===== src/rtl/apb_reg_pkg.sv =====
// apb_reg_pkg: shared ID constants, region bases and bus FSM states for apb_regfile
package apb_reg_pkg;
  localparam logic [7:0] PID0 = 8'h19;
  localparam logic [7:0] PID1 = 8'hB8;
  localparam logic [7:0] PID2 = 8'h1B;
  localparam logic [7:0] PID4 = 8'h04;
  localparam logic [7:0] PID5 = 8'h00;
  localparam logic [7:0] PID6 = 8'h00;
  localparam logic [7:0] PID7 = 8'h00;
  localparam logic [7:0] CID0 = 8'h0D;
  localparam logic [7:0] CID1 = 8'hF0;
  localparam logic [7:0] CID2 = 8'h05;
  localparam logic [7:0] CID3 = 8'hB1;
  localparam logic [31:0] ID_BASE = 32'hFD0;
  localparam logic [31:0] ID_LAST = 32'hFFC;
  localparam logic [31:0] RSV_BASE = 32'hFC0;
  typedef enum logic [1:0] {IDLE, SETUP, ACCESS} state_t;
endpackage


===== src/rtl/apb_id_rom.sv =====
// apb_id_rom: PrimeCell-style peripheral/component ID lookup for the 0xFC0-0xFFC window
module apb_id_rom
  import apb_reg_pkg::*;
(
  input  logic [3:0]  idx,
  input  logic [3:0]  ecorevnum,
  output logic [31:0] data
);
  // word 4..7 are PID4-7, 8..11 PID0-3, 12..15 CID0-3; 0..3 is the reserved block and reads 0
  always_comb begin
    data = '0;
    case (idx)
      4'd4:  data = {24'h0, PID4};
      4'd5:  data = {24'h0, PID5};
      4'd6:  data = {24'h0, PID6};
      4'd7:  data = {24'h0, PID7};
      4'd8:  data = {24'h0, PID0};
      4'd9:  data = {24'h0, PID1};
      4'd10: data = {24'h0, PID2};
      4'd11: data = {24'h0, ecorevnum, 4'h0};
      4'd12: data = {24'h0, CID0};
      4'd13: data = {24'h0, CID1};
      4'd14: data = {24'h0, CID2};
      4'd15: data = {24'h0, CID3};
      default: data = '0;
    endcase
  end
endmodule


===== src/rtl/apb_regfile.sv =====
// apb_regfile: APB4 slave with byte-strobed RW words, RO masking, ID region, wait states and PSLVERR
module apb_regfile
  import apb_reg_pkg::*;
#(
  parameter int ADDR_WIDTH = 12,
  parameter int DATA_WIDTH = 32,
  parameter int NUM_REGS = 16,
  parameter int WAIT_STATES = 0,
  parameter logic [NUM_REGS-1:0] RO_MASK = '0,
  parameter logic [DATA_WIDTH-1:0] RESET_VAL = '0
) (
  input  logic                  pclk,
  input  logic                  rst,
  input  logic                  psel,
  input  logic                  penable,
  input  logic                  pwrite,
  input  logic [ADDR_WIDTH-1:0] paddr,
  input  logic [DATA_WIDTH-1:0] pwdata,
  input  logic [3:0]            pstrb,
  input  logic [3:0]            ecorevnum,
  output logic [DATA_WIDTH-1:0] prdata,
  output logic                  pready,
  output logic                  pslverr
);
  localparam logic [3:0] WS = 4'(WAIT_STATES);
  state_t r_state, w_state, w_next;
  logic [3:0] r_wcnt;
  logic [DATA_WIDTH-1:0] r_regs [NUM_REGS];
  logic [31:0] w_addr, w_id_data;
  logic [DATA_WIDTH-1:0] w_reg_data;
  logic [ADDR_WIDTH-3:0] w_idx;
  logic [NUM_REGS-1:0] w_sel;
  logic w_reg, w_id, w_rsv, w_ro, w_err, w_we;
  assign w_addr = 32'(paddr) & ~32'h3;
  assign w_idx = paddr[ADDR_WIDTH-1:2];
  apb_id_rom u_rom (
    .idx       (paddr[5:2]),
    .ecorevnum (ecorevnum),
    .data      (w_id_data)
  );
  // one-hot word select, read mux and region/error decode
  always_comb begin
    w_sel = '0;
    w_reg_data = '0;
    for (int i = 0; i < NUM_REGS; i++) begin
      w_sel[i] = int'(w_idx) == i;
      w_reg_data |= w_sel[i] ? r_regs[i] : '0;
    end
    w_reg = |w_sel;
    w_ro = |(w_sel & RO_MASK);
    w_id = w_addr >= ID_BASE && w_addr <= ID_LAST;
    w_rsv = w_addr >= RSV_BASE && w_addr < ID_BASE;
    w_err = pwrite ? (!w_reg | w_ro) : !(w_reg | w_id | w_rsv);
  end
  // a setup cycle is recognised the cycle it appears on the bus, so SETUP overrides the registered phase
  always_comb begin
    w_state = (psel & !penable) ? SETUP : r_state;
    pready = !rst & (w_state == ACCESS) & psel & penable & (r_wcnt == WS);
    w_next = (w_state == SETUP || (w_state == ACCESS && psel && !pready)) ? ACCESS : IDLE;
  end
  // bus phase register
  always_ff @(posedge pclk) r_state <= rst ? IDLE : w_next;
  // wait-state counter, saturating at WAIT_STATES
  always_ff @(posedge pclk)
    if (rst || w_state == SETUP) r_wcnt <= '0;
    else if (w_state == ACCESS && r_wcnt < WS) r_wcnt <= r_wcnt + 4'd1;
  assign w_we = pready & pwrite & !w_err;
  assign pslverr = pready & w_err;
  assign prdata = (pready & !pwrite & !w_err) ? (w_reg ? w_reg_data : w_id ? w_id_data : '0) : '0;
  // register array with byte-lane writes on the completion cycle
  always_ff @(posedge pclk)
    if (rst) for (int i = 0; i < NUM_REGS; i++) r_regs[i] <= RESET_VAL;
    else if (w_we)
      for (int i = 0; i < NUM_REGS; i++)
        for (int k = 0; k < 4; k++)
          if (w_sel[i] & pstrb[k]) r_regs[i][8*k +: 8] <= pwdata[8*k +: 8];
endmodule


===== config.mk =====
export PLATFORM = sky130hd
export DESIGN_NAME = apb_regfile
export DESIGN_NICKNAME = d
export VERILOG_FILES = /design/src/rtl/apb_reg_pkg.sv /design/src/rtl/apb_id_rom.sv /design/src/rtl/apb_regfile.sv
export SDC_FILE = /design/constraint.sdc
export NUM_CORES = 1
export LEC_CHECK = 0
export ABC_AREA = 0
export CORE_MARGIN = 1.5
export CORE_UTILIZATION = 40
export CTS_BUF_LIST = sky130_fd_sc_hd__clkbuf_2
export DETAILED_ROUTE_END_ITERATION = 12
export GPL_TIMING_DRIVEN = 0
export PLACE_DENSITY = 0.67
export SYNTH_ARGS = -nofsm -noshare
export SYNTH_HDL_FRONTEND = slang
export SYNTH_SLANG_ARGS = --single-unit

===== constraint.sdc =====
create_clock -name pclk -period 2.4 [get_ports pclk]
set_input_delay 0.24 -clock pclk [delete_from_list [all_inputs] [get_ports pclk]]
set_output_delay 0.24 -clock pclk [all_outputs]
set_load 0.02 [all_outputs]

# After elaboration in Yosys (flattened, before gate mapping)

Memories as Yosys holds them, arrays and structs flattened.
Index checks and enable logic that the tools add are counted.

Bits in registers: 6
Bits in writable memories: 512
Input bits: 57
Output and inout port bits: 34
Word-level logic and storage cells: 552
Memories: 1

$add $sub $neg: 1
$lt $le $gt $ge: 5
Equal/unequal tests: 26
Mux-type cells: 345
Bitwise logic cells: 155
Reductions and logical operators: 17

Memories:

| name   | words | width | rd ports | clocked after memory_dff | wr ports | RTL line          | RTL |
|---|---|---|---|---|---|---|---|
| r_regs | 16    | 32    | 16       | 0                        | 16       | apb_regfile.sv:28 | `logic [DATA_WIDTH-1:0] r_regs [NUM_REGS];` |

Operator list:

| kind                                                       | number |
|---|---|
| 2-to-1 mux 32 bit                                          | 19 |
| 2-to-1 mux 8 bit                                           | 64 |
| OR 32 bit                                                  | 15 |
| 2-to-1 mux 1 bit                                           | 259 |
| == test 10 x 5 -> 1 bit, second input constant             | 8 |
| AND 1 bit                                                  | 74 |
| case mux 8 bit (9 select lines)                            | 1 |
| OR 1 bit                                                   | 66 |
| == test 10 x 4 -> 1 bit, second input constant             | 4 |
| == test 4 bit, second input constant                       | 8 |
| greater-or-equal comparator 12 bit, second input constant  | 2 |
| == test 10 x 3 -> 1 bit, second input constant             | 2 |
| OR reduction 16 bit                                        | 1 |
| less-or-equal comparator 12 bit, second input constant     | 1 |
| less-than comparator 12 bit, second input constant         | 1 |
| == test 10 x 2 -> 1 bit, second input constant             | 1 |
| zero test 10 bit                                           | 1 |
| zero test 1 bit                                            | 7 |
| logical AND 1 bit                                          | 5 |
| adder 4 x 1 -> 4 bit, second input constant                | 1 |
| == test 4 x 3 -> 1 bit, second input constant              | 1 |
| zero test 4 bit                                            | 1 |
| less-than comparator 4 x 1 -> 1 bit, second input constant | 1 |
| 2-to-1 mux 2 bit                                           | 2 |
| 3 further kinds                                            | 4 |

# Logic depth before layout (Yosys ltp)

Depth in word-level cells: 19
Gate-level depth with buffers: 8
Mapped depth without buffers: 5

# Modules after synthesis

From an unflattened synthesis, not the netlist that was laid out.

Cells, all modules: 1758
Area, all modules: 23308.6 um^2

Modules (own cells, without submodules):

| module      | instances | cells each | area each (um^2) | sequential area each (um^2) |
|---|---|---|---|---|
| apb_regfile | 1         | 1716       | 23012.1          | 15394.8 |
| apb_id_rom  | 1         | 42         | 296.5            | 0.0 |

# Worst setup path after synthesis

OpenSTA, ideal clock, no wires.

Kind: input to output
Start: in paddr[10]
End: out prdata[6]
Arrival: 2.177 ns
Data required time: 2.160 ns
Path slack: -0.017 ns
Stages on the path: 5
Buffers on the path: 1
Path through: or4b_2 nor3_1 clkbuf_1 a22oi_1 a311oi_1

Cells in the longest elaborated chain, start to end: 19
Elaborated cells on any way between the ends: 64
Classes of those cells: 4 x order compare; 15 x eq/ne; 20 x mux; 18 x bitwise; 7 x reduce/logical

RTL lines:

| element                                                     | RTL line          | RTL |
|---|---|---|
| start: declaration                                          | apb_regfile.sv:17 | `input logic [ADDR_WIDTH-1:0] paddr,` |
| == test 10 x 2 -> 1 bit or zero test 10 bit (tied branches) | apb_regfile.sv:46 | `w_sel[i] = int'(w_idx) == i;` |
| 2-to-1 mux 32 bit                                           | apb_regfile.sv:47 | `w_reg_data \|= w_sel[i] ? r_regs[i] : '0;` |
| OR 32 bit (15 in a row)                                     | apb_regfile.sv:47 |  |
| 2-to-1 mux 32 bit                                           | apb_regfile.sv:69 | `assign prdata = (pready & !pwrite & !w_err) ? (w_reg ? w_reg_data : w_id ? w_id_data : '0) : '0;` |
| 2-to-1 mux 32 bit *                                         | apb_regfile.sv:69 |  |
| end: declaration                                            | apb_regfile.sv:21 | `output logic [DATA_WIDTH-1:0] prdata,` |

Mark *: on every way between the ends. The rest lies on a longest branch, timed or not.

==> impl_summary.md <==
Power
In this run the power spent charging and discharging nets is 0.005182 W. The worst vdd rail ir drop is 0.4807 mV. The share of total power consumed by net switching is 28.13%.

The ratio of total power to cell area is 631.7 nW/um2. The clock network accounts for 33.4% of the total power. The combinational share of power is 10.0%. Per report_power, the sequential group accounts for 56.6% of the total. The reported leakage power is 10.75 nW. The internal portion of the total power is 0.01324 W.

Route
The pre-antenna-repair detailed-routing pass consisted of 7 iterations. For this block, the initial DRC count from the detailed router was 3736. In the routed design, unresolved DRC markers number 0. The routed design has 93.60 mm of wire. After detailed routing, the number of vias per cell comes to 6.388. Summing over every cut layer, the via total after detailed routing is 18537. The detail route stage leaves a number of antenna-violating nets equal to 0.

The average detailed-routed wire length per instance is 32.25 um.

CTS
The clock reaches the later pin of the worst-skew pair after 1400 ps. The longest clock path from root to sink contains 3 buffers. After clock tree synthesis, the clock-pin slew on the worst setup and hold paths is 110 ps.

The H-tree generated during clock tree synthesis spans 4 levels. The clock drives 513 sinks. The root buffer cell chosen for the clock tree is sky130_fd_sc_hd__clkbuf_2. The TritonCTS clock tree is done. The CTS buffer count is 132.

Yosys
Multiplexer cells account for 5.814% of the synthesized area. After synthesis, the netlist uses 63 different library cells. The cell count after synthesis is 1722. The main combinational cell family by area after synthesis is simple AND/OR/NAND/NOR gates. The simple-gate area share of the yosys netlist is 13.20%. The mean instance size in the synthesized netlist is 13.07 um2. The number of synthesized flops with an enable pin is 512. The most used flip-flop cell after synthesis is sky130_fd_sc_hd__edfxtp_1. Sequential cells were found to cover 68.39% of the synthesized design area. The cell area after synthesis is 22510 um2. The register bit total from synthesis is 513. The net count after synthesis is 1779. In the synthesized netlist the async set-or-reset flop fraction comes to 0%. Summing the areas of all fa, ha and maj instances in the mapped netlist gives 0% of the synthesized area.

Summing the areas of all compound-gate instances in the mapped netlist gives 9.499% of the synthesized area. After Yosys synthesis, XOR and XNOR cells account for 0% of the synthesized area. The number of warning messages in the yosys log is 0.

GRT
The via count of the first global-routing pass is 17455. The first global-routing pass estimated 125.7 mm of wire. The largest net degree at the start of global routing is 17.

Global routing consumed, over all layers together, 32.06% of the routing resources. The total global routing overflow is 0. The initial antenna violation count is 2.

Timing
The worst slew margin relative to its limit is -2.931%. The clock arrives with 112.9 ps of skew. The transition time of the tightest slew-check pin is 1536 ps. Setup repair after global routing could not meet its margin everywhere.

Based on the critical path, the design can be clocked at up to 293.1 MHz. The minimum clock period after layout is 3412 ps. The share of the cycle needed by the critical path after routing is 142.2%. After layout, the worst setup slack is -1012 ps. The number of endpoints with negative hold slack in the final report is 0.

After routing, the total negative slack on setup checks comes to -52540 ps. The max-slew violation count is 27. Setup violations remaining at the end of the flow were counted as 375.

Critical path
Counting cells, the worst reg-to-reg path comes to 10. STA puts the critical path data required time at 2160 ps. The critical path's slowest cell is sky130_fd_sc_hd__mux4_2. STA classifies the critical path endpoint as an output port. The largest single stage delay on the critical path is 510 ps. Of all nets on the critical path, the largest fanout is 1. The terminus of the critical flop-to-flop path is r_regs[1][71]. The arrival time of data at the critical path endpoint is 3170 ps.

The setup path with the least slack is of type flip-flop to output port. The start of the worst register-to-register path is r_state[1]. STA classifies the critical path startpoint as a flip-flop.

The minimum setup slack among reg-to-reg paths is -190 ps. Walking the worst path, the cells encountered are mux4_2 -> a21o_1 -> a221oi_4 -> a21oi_2 -> buf_6.

Min path
The start point of the worst min-delay path is paddr[11]. The path with the worst hold slack has its endpoint at r_regs[1][133]. The depth of the worst hold-timing path is 5. The min-delay analysis places its worst path in the category input port to flip-flop.

Cells and area
The layout has 4706 filler cells. The fraction of layout instances using a drive strength above 1 is 33.86%. The top cell types in the final layout, fill and taps aside, are 512 x sky130_fd_sc_hd__edfxtp_1, 314 x sky130_fd_sc_hd__nor2_1, 191 x sky130_fd_sc_hd__clkbuf_2. The area growth from synthesis to layout is 29.51%. The final cell utilization of the core is 52.71%. The area of the multi-input gates is 8414 um2. The finished layout cell area is 29160 um2. The net count of the finished layout is 2118. The library cell used most frequently in the layout, excluding fill and tap cells, is sky130_fd_sc_hd__edfxtp_1.

The sequential cells in the finished layout cover a total of 15390 um2.

Die
The number of top-level design ports is 91. The die outline area is 57710 um2. The die is 240.2 um tall.

The initialized floorplan defines 86 standard-cell rows. The die extent in x is 240.2 um. The initial standard-cell utilization of the core is 40.70%. The core area is 55310 um2.

Run status
The flow ran to the end, but the final reports show violations. The checks that failed: capacitance limit, slew limit, setup timing.

Placement
The count of buffers inserted at the top-level ports is 88. The post-detailed-placement half-perimeter wirelength is 60.67 mm. The global placement routability congestion is 1.025. The area after detailed placement is 24410 um2.

Job
The count of maximum capacitance violations is 5.
stage by stage:
stage | setup slack [ps] | total power [W] | hold slack, ps | std cells
2_1_floorplan | 23.24 | 0.01126 | 316.1 | 1722
5_1_grt | -1054 | 0.01879 | 80.40 | 2897
6_report | -1012 | 0.01842 | 116.3 | 2902
3_3_place_gp | -2965 | 0.01200 | 834.2 | 2558
4_1_cts | -1030 | 0.01810 | 38.31 | 2851
3_5_place_dp | -2812 | 0.01203 | 837.1 | 2563
registers in the layout (all words and copies together) (netlist names):
register and cells:
r_state 1, r_regs 512
cell families after synthesis:
family,count (synthesis)
AOI/OAI and AO/OA,288
DFF,513
and+or+nand+nor,633
muxes,123
buffers and inverters,165
what timing repair did:
| action | CTS | global route |
|---|---|---|
| gates cloned | 1 | 5 |
| endpoints found under the setup margin | 642 | 850 |
| endpoints found under the hold margin | 299 | 0 |
| hold buffers | 39 | 0 |
| buffers inserted | 36 | 44 |
| pin swaps | 79 | 36 |
| resized for setup | 581 | 249 |
Yosys cell counts (all sizes together) (4+ instances only):
library cell	instances	area (um2)
a21o	18	135.1
nor4	6	58.80
o22ai	13	81.33
mux2i	97	970.9
mux2	22	247.7
a221oi	14	122.6
a211o	5	43.79
nor2	357	1340
a21oi	23	115.1
clkbuf	76	285.3
o221ai	9	78.83
o31ai	4	30.03
a22o	9	78.83
nor4b	4	35.03
o2bb2ai	6	52.55
o211ai	4	30.03
nor3b	4	30.03
o21ai	27	135.1
nor3	35	196.4
nand2b	81	506.7
mux4	4	90.09
a31oi	20	125.1
nor2b	9	56.30
a2bb2oi	4	35.03
o32ai	10	87.58
o21bai	9	67.56
a32oi	14	122.6
a22oi	63	473.0
inv	38	142.6
nand3	27	175.2
and2	9	56.30
nand2	79	356.6
buf	51	270.3
a222oi	6	60.06
a311oi	4	35.03
a211oi	8	60.06
a2111oi	7	61.31
edfxtp	512	15370
a221o	5	50.05
layout make-up:
| type | count | share of cell area, % |
|---|---|---|
| antenna | 10 | 0.08583 |
| buffer | 118 | 3.008 |
| clock buffer | 185 | 3.176 |
| clock inverter | 32 | 0.7338 |
| inverter | 38 | 0.4892 |
| multi-input combinational | 1044 | 28.86 |
| sequential | 513 | 52.80 |
| tap | 748 | 3.210 |
| timing repair buffer | 214 | 7.635 |
worst max-delay path, delay by kind of cell (launching register included):
family	cells	cell delay (ps)
AO/OA/AOI/OAI	3	680
buffers and inverters	1	150
flip-flops	1	440
multiplexers	1	510
power by group through the flow:
stage	registers [W]	logic, W	clock network, W
floorplan	0.0105	0.000735	0
global placement	0.0106	0.00140	0
detailed placement	0.0106	0.00142	0
CTS	0.0104	0.00166	0.00603
global route	0.0104	0.00184	0.00650
finish	0.0104	0.00184	0.00615
layer usage:
metal | global-route usage [%] | wire length (um)
met3 | 14.13 | 15780
met4 | 20.41 | 7106
met1 | 40.56 | 32310
met5 | 0 | 0
met2 | 44.60 | 38400
worst max-delay path by stage:
stage,slack (ps),cells past startpoint,to,start
detailed placement,-2810,9,prdata[0],paddr[3]
CTS,-1030,6,prdata[18],r_regs[0][210]
global route,-1050,5,prdata[9],r_regs[0][201]
floorplan,20,7,r_regs[1][128],paddr[6]
global placement,-2960,8,prdata[16],paddr[3]
finish,-1010,5,prdata[9],r_regs[0][201]
Power figures use the tool's default switching activity.
